<file path="src/rtl/traffic_dp.sv">
// Phase timer and lamp register stage for the traffic-light controller.
// Times each light phase, flags completion to ctrl, and registers the lamp outputs.
module traffic_dp #(
  parameter int CNT_W = 11,
  parameter int T_G1  = 1024,
  parameter int T_N1  = 16,
  parameter int T_G2  = 16,
  parameter int T_N2  = 16,
  parameter int T_G3  = 16,
  parameter int T_Y   = 512,
  parameter int T_R   = 1024
) (
  input  logic       clk,
  input  logic       rst,
  input  logic [3:0] curr_state,
  input  logic       dp_cnt_rst,
  output logic [6:0] done_state,
  output logic       light_g,
  output logic       light_y,
  output logic       light_r
);

  localparam logic [CNT_W-1:0] LIM_G1 = CNT_W'(T_G1 - 1);
  localparam logic [CNT_W-1:0] LIM_N1 = CNT_W'(T_N1 - 1);
  localparam logic [CNT_W-1:0] LIM_G2 = CNT_W'(T_G2 - 1);
  localparam logic [CNT_W-1:0] LIM_N2 = CNT_W'(T_N2 - 1);
  localparam logic [CNT_W-1:0] LIM_G3 = CNT_W'(T_G3 - 1);
  localparam logic [CNT_W-1:0] LIM_Y  = CNT_W'(T_Y - 1);
  localparam logic [CNT_W-1:0] LIM_R  = CNT_W'(T_R - 1);

  logic [CNT_W-1:0] cnt_q, cnt_d;
  logic [1:0]       gph_q, gph_d;
  logic [2:0]       lamp_q, lamp_d;
  logic             st_legal;
  logic             s_g, s_y, s_r, s_none;
  logic [6:0]       done;

  // Legal only when exactly one state bit is set.
  assign st_legal = (curr_state != 4'b0000) &&
                    ((curr_state & (curr_state - 4'd1)) == 4'b0000);
  assign s_g    = st_legal & curr_state[0];
  assign s_y    = st_legal & curr_state[1];
  assign s_r    = st_legal & curr_state[2];
  assign s_none = st_legal & curr_state[3];

  always_comb begin
    done = '0;
    // Done flags are held low while the block is in reset.
    if (rst) begin
      done[0] = s_g    && (gph_q == 2'd0) && (cnt_q == LIM_G1);
      done[1] = s_g    && (gph_q == 2'd1) && (cnt_q == LIM_G2);
      done[2] = s_g    && (gph_q == 2'd2) && (cnt_q == LIM_G3);
      done[3] = s_y    && (cnt_q == LIM_Y);
      done[4] = s_r    && (cnt_q == LIM_R);
      done[5] = s_none && (gph_q == 2'd1) && (cnt_q == LIM_N1);
      done[6] = s_none && (gph_q == 2'd2) && (cnt_q == LIM_N2);
    end
  end

  assign done_state = done;

  always_comb begin
    cnt_d = cnt_q;
    if (dp_cnt_rst || !st_legal) begin
      cnt_d = '0;
    end else if (cnt_q != '1) begin
      cnt_d = cnt_q + 1'b1;
    end
  end

  always_comb begin
    gph_d = gph_q;
    if (gph_q == 2'd3) begin
      gph_d = 2'd0;
    end else if (done[0]) begin
      gph_d = 2'd1;
    end else if (done[1]) begin
      gph_d = 2'd2;
    end else if (done[2]) begin
      gph_d = 2'd0;
    end
  end

  always_comb begin
    lamp_d = {s_r, s_y, s_g};
  end

  always_ff @(posedge clk or negedge rst) begin
    if (!rst) begin
      cnt_q  <= '0;
      gph_q  <= '0;
      lamp_q <= '0;
    end else begin
      cnt_q  <= cnt_d;
      gph_q  <= gph_d;
      lamp_q <= lamp_d;
    end
  end

  assign light_g = lamp_q[0];
  assign light_y = lamp_q[1];
  assign light_r = lamp_q[2];

endmodule

</file>
<file path="config.mk">
export PLATFORM = sky130hd
export DESIGN_NAME = traffic_dp
export DESIGN_NICKNAME = d
export VERILOG_FILES = /design/src/rtl/traffic_dp.sv
export SDC_FILE = /design/constraint.sdc
export NUM_CORES = 1
export LEC_CHECK = 0
export BUFFER_PORTS_ARGS = -buffer_cell sky130_fd_sc_hd__clkbuf_2
export CAP_MARGIN = 15
export CORE_MARGIN = 4
export CORE_UTILIZATION = 50
export DETAILED_ROUTE_END_ITERATION = 8
export PLACE_DENSITY = 0.73
export SYNTH_ARGS = -nofsm -noshare
export SYNTH_HDL_FRONTEND = slang
export SYNTH_SLANG_ARGS = --single-unit
</file>
<file path="constraint.sdc">
create_clock -name clk -period 2.4 [get_ports clk]
set_clock_uncertainty 0.05 [all_clocks]
set_input_delay 0.36 -clock clk [delete_from_list [all_inputs] [get_ports clk]]
set_output_delay 0.36 -clock clk [all_outputs]
set_load 0.01 [all_outputs]
</file>
; ---- Word level (Yosys, flattened, before mapping)
; Cells that the tools add are included.
[totals]
ff_bits = 16
in_bits = 7
out_inout_bits = 10
wordCells = 44
[classes]
add_sub_neg = 2
n_eq_ne = 7
n_mux = 7
n_bitwise = 5
n_reduce_logical = 20
[op_table]
columns = op, n
row1 = $mux W11, 2
row2 = $logic_and A1 B1 Y1, 13
row3 = $add A11 B1 Y11 const B, 1
row4 = $eq A11 B10 Y1 const B, 1
row5 = $eq A11 B4 Y1 const B, 1
row6 = $eq A11 B9 Y1 const B, 1
row7 = $ne A11 B11 Y1 const B, 1
row8 = $mux W2, 4
row9 = $reduce_bool A4 Y1, 2
row10 = $mux W7, 1
row11 = $and A1 B1 Y1, 4
row12 = $and A4 B4 Y4, 1
row13 = $eq A2 B2 Y1 const B, 2
row14 = $logic_not A4 Y1, 1
row15 = $sub A4 B1 Y4 const B, 1
row16 = $eq A2 B1 Y1 const B, 1
row17 = $logic_not A2 Y1, 1
row18 = $reduce_bool A2 Y1, 1
row19 = $logic_not A1 Y1, 1
row20 = $logic_or A1 B1 Y1, 1

; ---- Depth between registers and ports, before layout
; Gate-level depths: netlist (run 1).
[logic_depth]
ltp_word = 12
ltp_mapped = 5

; ---- Least setup slack after synthesis (run 1)
; Ideal clock, no wire load.
[synth_timing]
path_kind = register -> output
start = register cnt_q[5]
end = output port done_state[5]
t_arrival_ns = 1.572
path_slack_ns = 0.418
path_stages_with_launch = 5
path_cell_list = dfrtp_1 > or4_4 > nor4_4 > nand4b_1 > nor2_1
[synth_via]
elab_chain_len = 3
[synth_rtl]
columns = item, line_no
row1 = from (decl), 31  ; logic [CNT_W-1:0] cnt_q, cnt_d;
row2 = from (signal assigned), 94  ; cnt_q <= cnt_d;
row3 = $eq A11 B4 Y1, 55  ; done[5] = s_none && (gph_q == 2'd1) && (cnt_q == LIM_N1);
row4 = $logic_and A1 B1 Y1, 55
row5 = $mux W7, 49  ; if (rst) begin
row6 = to (decl), 17  ; output logic [6:0] done_state,
; No other way between the ends.

; ---- Worst setup path after layout (run 1)
[layout_timing]
start = register cnt_q[9]
end = output port done_state[6]
[layout_via]
elab_chain_len = 3
[layout_rtl]
columns = item, line_no
row1 = $eq A11 B4 Y1, 56  ; done[6] = s_none && (gph_q == 2'd2) && (cnt_q == LIM_N2);
row2 = $logic_and A1 B1 Y1, 56
row3 = $mux W7, 49
; No other way between the ends.

==> run_results.csv, run 1 <==
group,metric,value,unit
synth,yosysTopAreaCell,"dfrtp_1",
worst_setup_path,crit_start,"cnt_q[9]$_DFFE_PN0P_",
route,vias_per_cell,5.62,
synth,synth_top_family_by_area,"simple AND/OR/NAND/NOR gates",
worst_setup_path,arrival,1910,ps
cells_and_area,seq_area,402,um^2
synth,synthAdderAreaFrac,1.37,%
synth,synth_compound_area_share,9.59,%
worst_setup_path,critPathLaunchType,"flip-flop",
timing,fmax,0.430,GHz
place,place_inst,135,
cells_and_area,n_fill_cell,157,
clock_tree,htreeDepth,1,
worst_setup_path,path_cells,"or3b_4, nor4_4, nand4b_1, nor2_1, clkbuf_2",
synth,synthXorXnorAreaFrac,1.92,%
synth,yosys_warnings,0,
timing,fin_crit,2320,ps
floorplanning,die_area,2570,um^2
synth,synth_common_cells,"dfrtp_1 (16), nor2_1 (16), nand2_1 (6), nor3_1 (6), a21oi_1 (5)",
place,io_buffers,16,
synth,syn_area,913,um^2
global_routing,globalRouteOverflowTotal,0,
synth,synthTopCellsByArea,"dfrtp_1 (44%), nor2_1 (6.6%), nor4_4 (4.7%)",
global_routing,grt_pass1_vias,754,
floorplanning,initial_utilization,52.9,%
worst_setup_path,reg2reg_to,"cnt_q[3]$_DFFE_PN0P_",
synth,ys_seq_area_share,43.8,%
clock_tree,tritoncts,"yes",
power,totalPowerFinal,0.496,mW
worst_setup_path,worstSetupEndpoint,"done_state[6]",
timing,tightest_slew,716,ps
route,wl_per_cell,14.1,um
worst_setup_path,end_kind,"primary output",
worst_setup_path,r2r-start,"cnt_q[1]$_DFFE_PN0P_",
worst_setup_path,reg2reg_slack,530,ps
synth,synth_seq_cells,16,
floorplanning,die_h,50.7,um
timing,finalCritPeriodShare,96.8,%
floorplanning,die_x,50.7,um
synth,syn-num-nets,101,
synth,muxShareOfSynthArea,2.19,%
timing,hold_viol,0,
clock_tree,clk_latency,290,ps
cells_and_area,final-instance-count-excl-fill,143,
worst_hold_path,hp-class,"input port to flip-flop",
status,status,"complete, no violations",
cells_and_area,layout-area-overhead-vs-synth,24.2,%
power,power.leakage,0.492,nW
synth,synth_edf_count,0,
clock_tree,cts.reportedPaths.clkPinSlew,100,ps
route,first_iter_violations,21,
worst_setup_path,cp_max_fo,5,
worst_setup_path,path_class,"flip-flop to primary output",
synth,postSynthCellCount,93,
timing,maxSlewHeadroom,52.1,%
flow_run,drv_cap,0,
route,drt-total-wl,2010,um
global_routing,grt_max_degree,17,
clock_tree,cts_root_buf,"clkbuf_4",
clock_tree,cts_buffers,3,
timing,final-setup-viol-count,0,
floorplanning,rows,15,
cells_and_area,final_cell_area,1130,um^2
place,dpl.hpwl,1380,um
floorplanning,io_pins,17,
synth,synthSimpleGateAreaFrac,39.3,%
global_routing,antenna_found_initial,0,
cells_and_area,nNetsFinal,127,
synth,async_flop_share,100,%
synth,synth_ff_type,"dfrtp_1",
place,place.gp.congestion,0.834,
power,powerDensity,437,nW/um^2
synth,synth_top_cell_area_share,43.8,%
worst_setup_path,r2r_cells,5,
route,antenna_left,0,
route,drcViolationCount,0,
cells_and_area,drive_gt1_share,31.4,%
route,firstDrtPassIters,4,
cells_and_area,multi_input_area,527,um^2
place,placed_cell_area,1030,um^2
route,vias,804,
worst_setup_path,cp_slowest_stage_delay,440,ps
worst_setup_path,cpMaxStageDelayCell,"or3b_4",
power,ir_drop,273,uV
timing,rsz0062_at_grt,"yes",
synth,synth_cell_type_count,35,
clock_tree,clock-sinks,16,
cells_and_area,antennaDiodeCount,0,
global_routing,grt_usage,17.3,%
floorplanning,coreArea,1730,um^2
clock_tree,clockBufferDepth,2,
timing,slew_violations,0,
global_routing,grt_pass1_wl,3370,um
synth,avgSynthCellArea,9.82,um^2
worst_setup_path,crit_required,1990,ps
worst max-delay path, delay by kind of cell, from the launching register on:
kind | cells | cell delay [ps]
and+or+nand+nor | 4 | 1060
DFF | 1 | 430
buffers and inverters | 1 | 140
where the power goes:
part	switching [mW]	internal, mW	total [mW]
clock	0.0924	0.0924	0.185
combinational	0.0215	0.0146	0.0362
sequential	0.00255	0.272	0.275
total	0.116	0.379	0.496
final cells by class:
type | instances | share of cell area [%]
Multi-Input combinational cell | 73 | 46.4
Inverter | 3 | 0.992
Sequential cell | 16 | 35.4
Timing Repair Buffer | 22 | 11.2
Tap cell | 25 | 2.76
Clock buffer | 4 | 3.20
per-stage QoR:
stage | utilization (%) | setup TNS (ps) | setup WS (ps) | hold slack (ps)
finish | 65.7 | 0 | 75.6 | 252
global placement | 59.9 | 0 | 285 | 282
detailed placement | 59.9 | 0 | 291 | 280
floorplan | - | 0 | 418 | 14.4
CTS | 62.9 | 0 | 0.711 | 246
global route | 65.7 | -21.5 | -10.3 | 249
sequential cells by signal, summed over array words and instances, names as in the netlist:
register and cells:
lamp_q 3, cnt_q 11, gph_q 2
cell families after synthesis:
logic type / after synthesis
simple gates: 54
compound gates: 14
flops: 16
fa+ha+maj: 1
xor+xnor: 2
buf+inv: 4
mux: 2
placed cells by master (no fill, tap or decap), types with 2 or more instances in the layout:
| cell | count |
|---|---|
| inv_1 | 3 |
| mux2i_1 | 2 |
| nand3_1 | 3 |
| a21oi_1 | 5 |
| nor4_4 | 3 |
| a211oi_1 | 2 |
| a31oi_1 | 3 |
| nand2_1 | 6 |
| clkbuf_4 | 3 |
| nor2_1 | 16 |
| o31ai_1 | 2 |
| and3_1 | 2 |
| or4_1 | 2 |
| xor2_1 | 2 |
| buf_4 | 5 |
| nor3_1 | 6 |
| clkbuf_2 | 16 |
| dfrtp_1 | 15 |
worst min-delay path by stage:
stage / start / to / slack, ps / cells after the start
2_1_floorplan: rst / cnt_q[0]$_DFFE_PN0P_ / 10 / 0
3_3_place_gp: rst / cnt_q[10]$_DFFE_PN0P_ / 280 / 2
3_5_place_dp: rst / cnt_q[10]$_DFFE_PN0P_ / 280 / 2
4_1_cts: curr_state[0] / lamp_q[2]$_DFF_PN0_ / 250 / 2
5_1_grt: curr_state[0] / lamp_q[2]$_DFF_PN0_ / 250 / 2
6_report: curr_state[0] / lamp_q[2]$_DFF_PN0_ / 250 / 2
metal layers:
layer / part of all wire, % / GRT usage, % / routed length (um)
met4: 0.65 / 6.73 / 13
met3: 3.7 / 3.56 / 75
met2: 50 / 27.0 / 1000
met1: 46 / 23.4 / 918
met5: 0 / 0 / 0
timing repair:
action,in CTS,in global routing
gates resized for setup,2,4
setup buffers,0,3
pin swaps,1,1
endpoints found under the hold margin,16,0
hold buffers,1,0
endpoints found under the setup margin,5,5
Note: power is estimated with default switching activity, not from simulation.
==> run 2, diff against run 1 <==
- CORE_MARGIN: 4 -> 2
- RECOVER_POWER: not set -> 25
==> run_results.csv, run 2 (synthesized netlist as in run 1, its figures left out) <==
group,metric,value,unit
clock_tree,clockBufferDepth,2,
power,powerDensity,433,nW/um^2
clock_tree,cts_root_buf,"clkbuf_4",
global_routing,grt_max_degree,17,
clock_tree,clock-sinks,16,
clock_tree,cts_buffers,3,
route,antenna_left,0,
cells_and_area,antennaDiodeCount,0,
worst_hold_path,min_from,"curr_state[0]",
route,first_iter_violations,33,
floorplanning,die_area,2180,um^2
cells_and_area,layout_common_cells,"nor2_1 (16), dfrtp_1 (14), clkbuf_2 (12)",
timing,final-setup-viol-count,0,
status,status,"complete, no violations",
global_routing,antenna_found_initial,0,
timing,finalCritPeriodShare,96.2,%
clock_tree,clk_latency,290,ps
worst_setup_path,end_kind,"primary output",
worst_setup_path,reg2reg_to,"cnt_q[3]$_DFFE_PN0P_",
timing,slew_violations,0,
power,ir_drop,291,uV
route,drcViolationCount,0,
cells_and_area,final_common_cell,"nor2_1",
floorplanning,die_x,46.7,um
cells_and_area,nNetsFinal,127,
floorplanning,rows,15,
worst_setup_path,reg2reg_slack,460,ps
cells_and_area,utilization,65.8,%
worst_setup_path,path_class,"flip-flop to primary output",
cells_and_area,largest_reg_flops,11,
global_routing,globalRouteOverflowTotal,0,
worst_hold_path,holdPathEnd,"lamp_q[2]$_DFF_PN0_",
global_routing,grt_pass1_vias,729,
route,wl_per_cell,14.4,um
worst_setup_path,crit_required,1990,ps
worst_setup_path,r2r_cells,5,
power,power.leakage,0.490,nW
worst_hold_path,min_path_cells,2,
cells_and_area,multi_input_area,536,um^2
floorplanning,initial_utilization,52.9,%
clock_tree,htreeDepth,1,
timing,tightest_slew,734,ps
route,drt-total-wl,2070,um
cells_and_area,layout-area-overhead-vs-synth,24.4,%
cells_and_area,regMostFlops,"cnt_q",
floorplanning,die_h,46.7,um
cells_and_area,drive_gt1_share,30.5,%
route,vias_per_cell,5.88,
floorplanning,io_pins,17,
worst_setup_path,arrival,1900,ps
power,totalPowerFinal,0.492,mW
route,firstDrtPassIters,4,
worst_setup_path,r2r-start,"cnt_q[0]$_DFFE_PN0P_",
timing,fin_crit,2310,ps
place,place.gp.congestion,0.837,
timing,fmax,0.433,GHz
timing,hold_viol,0,
route,vias,841,
timing,hold-worst-slack,266,ps
worst_setup_path,critPathLaunchType,"flip-flop",
worst_setup_path,cp_max_fo,3,
global_routing,grt_pass1_wl,3220,um
timing,maxSlewHeadroom,50.9,%
place,dpl.hpwl,1430,um
clock_tree,cts.reportedPaths.clkPinSlew,100,ps
place,io_buffers,16,
timing,tns,0,ps
global_routing,grt_usage,21.6,%
cells_and_area,seq_area,403,um^2
worst_hold_path,hp-class,"input port to flip-flop",
cells_and_area,reg_top3,"cnt_q x11, lamp_q x3, gph_q x2",
flow_run,drv_cap,0,
clock_tree,tritoncts,"yes",
floorplanning,coreArea,1730,um^2
cells_and_area,n_fill_cell,150,
[run 2: worst max-delay path by stage]
stage	slack [ps]	depth (start not counted)	endpoint	start
global route	-1	5	done_state[5]	cnt_q[7]$_DFFE_PN0P_
CTS	10	7	done_state[0]	cnt_q[0]$_DFFE_PN0P_
finish	90	5	done_state[6]	cnt_q[9]$_DFFE_PN0P_
detailed placement	240	7	done_state[0]	cnt_q[0]$_DFFE_PN0P_
floorplan	420	4	done_state[5]	cnt_q[5]$_DFFE_PN0P_
global placement	280	7	done_state[0]	cnt_q[0]$_DFFE_PN0P_
[run 2: area by class of cell]
| cell class | count | share of cell area [%] |
|---|---|---|
| clock buffers | 4 | 3.19 |
| inverters | 3 | 0.991 |
| multi-input cells | 73 | 47.1 |
| flip-flops and latches | 16 | 35.5 |
| well taps | 25 | 2.75 |
| repair buffers | 22 | 10.5 |
[run 2: layer usage]
metal  GRT usage, %  vias up  part of all wire [%]
li1               -      400                     -
met4           12.2        0                   2.2
met3           2.69        6                   5.5
met5              0        -                     0
met2           34.4       29                    50
met1           28.5      406                    43
[run 2: what timing repair did]
| action | 4_1_cts | 5_1_grt |
|---|---|---|
| setup buffers | 1 | 2 |
| endpoints found under the hold margin | 16 | 0 |
| pin swaps | 1 | 1 |
| setup endpoints to repair | 4 | 5 |
| resized for setup | 4 | 7 |
| hold buffers | 1 | 0 |
[run 2: metrics by stage]
step | setup slack (ps) | instance area (um^2) | std cells
after floorplan | 418 | 913 | 93
after global placement | 281 | 1030 | 135
after detailed placement | 244 | 1030 | 135
after CTS | 13.2 | 1110 | 141
after global routing | -1.37 | 1140 | 143
final | 90.7 | 1140 | 143
[run 2: worst max-delay path: stages, from the launching register on]
cell	delay [ps]
dfrtp_2	430
or3b_4	430
nor4_4	330
nand4b_1	170
nor2_1	110
clkbuf_2	130
[run 2: where the power goes]
group | internal (mW) | switching, mW
Sequential | 0.272 | 0.00196
Clock | 0.0924 | 0.0902
Combinational | 0.0130 | 0.0220
Total | 0.377 | 0.114
==> run 3, diff against run 2 <==
- RECOVER_POWER: 25 -> not set
- clock period: 2.4 -> 2.8 ns (I/O delays scaled with it)
==> run_results.csv, run 3 (synthesized netlist as in run 1, its figures left out) <==
group,metric,value,unit
timing,final-setup-viol-count,0,
clock_tree,clk_latency,280,ps
power,powerDensity,358,nW/um^2
timing,fmax,0.386,GHz
cells_and_area,final_cell_area,1060,um^2
worst_setup_path,arrival,2120,ps
global_routing,grt_pass1_wl,3210,um
floorplanning,die_h,46.7,um
floorplanning,die_area,2180,um^2
clock_tree,cts_root_buf,"clkbuf_4",
global_routing,grt_max_degree,12,
place,place.gp.congestion,0.888,
place,placed_cell_area,1030,um^2
floorplanning,initial_utilization,52.9,%
timing,tightest_slew,573,ps
place,place_inst,134,
timing,maxSlewHeadroom,61.5,%
cells_and_area,n_fill_cell,150,
timing,tns,0,ps
cells_and_area,layout_common_cells,"nor2_1 (16), dfrtp_1 (16), clkbuf_2 (16)",
route,firstDrtPassIters,4,
clock_tree,cts_resized,0,
worst_hold_path,hp-class,"input port to asynchronous set/reset pin",
global_routing,grt_pass1_vias,721,
timing,fin_ws,206,ps
clock_tree,clock-sinks,16,
worst_setup_path,path_class,"flip-flop to primary output",
place,dp_slack,499,ps
route,vias_per_cell,5.84,
cells_and_area,antennaDiodeCount,0,
clock_tree,cts.reportedPaths.clkPinSlew,80,ps
cells_and_area,largest_reg_flops,11,
route,antenna_left,0,
timing,rsz0062_at_grt,"no",
timing,hold_viol,0,
worst_setup_path,end_kind,"primary output",
global_routing,grt_usage,21.2,%
worst_setup_path,critPathLaunchType,"flip-flop",
worst_setup_path,crit_required,2330,ps
power,power.leakage,0.449,nW
route,drt-total-wl,1920,um
timing,fin_crit,2590,ps
cells_and_area,nNetsFinal,123,
worst_setup_path,reg2reg_to,"cnt_q[1]$_DFFE_PN0P_",
timing,slew_violations,0,
floorplanning,coreArea,1730,um^2
worst_setup_path,r2r-start,"cnt_q[0]$_DFFE_PN0P_",
place,io_buffers,16,
route,first_iter_violations,15,
flow_run,drv_cap,0,
worst_setup_path,reg2reg_slack,890,ps
route,wl_per_cell,13.9,um
floorplanning,io_pins,17,
cells_and_area,drive_gt1_share,25.7,%
worst_setup_path,r2r_cells,5,
route,drcViolationCount,0,
clock_tree,htreeDepth,1,
cells_and_area,final-instance-count-excl-fill,138,
cells_and_area,utilization,61.4,%
clock_tree,cts_buffers,3,
clock_tree,clockBufferDepth,2,
global_routing,antenna_found_initial,0,
timing,finalCritPeriodShare,92.6,%
worst_setup_path,cp_max_fo,5,
floorplanning,die_x,46.7,um
power,ir_drop,205,uV
global_routing,globalRouteOverflowTotal,0,
route,vias,806,
cells_and_area,regMostFlops,"cnt_q",
place,dpl.hpwl,1450,um
status,status,"complete, no violations",
cells_and_area,layout-area-overhead-vs-synth,16.0,%
floorplanning,rows,15,
timing,hold-worst-slack,55.5,ps
clock_tree,tritoncts,"yes",
cells_and_area,reg_top3,"cnt_q x11, lamp_q x3, gph_q x2",
power,totalPowerFinal,0.379,mW
-- run 3: cell count changes in the layout (fill, tap and decap cells not counted), moves of 2 or more --
cell,before,now
buf_4,4,1
clkbuf_1,4,0
clkbuf_2,12,16
dfrtp_1,14,16
dfrtp_2,2,0
-- run 3: where the power goes --
part	switching [mW]	total (mW)	internal, mW
Clock	0.0642	0.114	0.0499
Sequential	0.00172	0.235	0.233
Combinational	0.0187	0.0305	0.0118
Total	0.0846	0.379	0.295
-- run 3: routing by layer --
layer | vias up | track usage (%) | wire (um)
li1 | 386 | - | -
met2 | 29 | 30.0 | 923
met1 | 387 | 31.0 | 855
met3 | 4 | 7.69 | 119
met5 | - | 0 | 0
met4 | 0 | 5.56 | 19
-- run 3: area by class of cell --
class,count,area (um^2),area share (%)
clock buffer,3,22.5,2.13
inverter,3,11.3,1.06
tap,25,31.3,2.95
sequential,16,400,37.8
multi-input combinational,73,497,46.9
timing repair buffer,18,97.6,9.21
-- run 3: what timing repair did --
item	in CTS	in global routing
endpoints found under the setup margin	0	0
buffers inserted	0	0
hold endpoints to repair	6	0
hold buffers	1	0
-- run 3: worst max path at each step --
stage | cells past startpoint | to | slack, ps | start
floorplan | 4 | done_state[5] | 760 | cnt_q[5]$_DFFE_PN0P_
global placement | 6 | done_state[6] | 530 | rst
detailed placement | 6 | done_state[5] | 500 | rst
CTS | 6 | done_state[0] | 210 | cnt_q[0]$_DFFE_PN0P_
global route | 6 | done_state[0] | 60 | cnt_q[0]$_DFFE_PN0P_
finish | 5 | done_state[6] | 210 | cnt_q[5]$_DFFE_PN0P_
-- run 3: critical path: stages (launching register included) --
cell      delay, ps
dfrtp_1         440
or4_4           570
nor4_4          330
nand4b_1        190
nor2_1          160
clkbuf_2        150
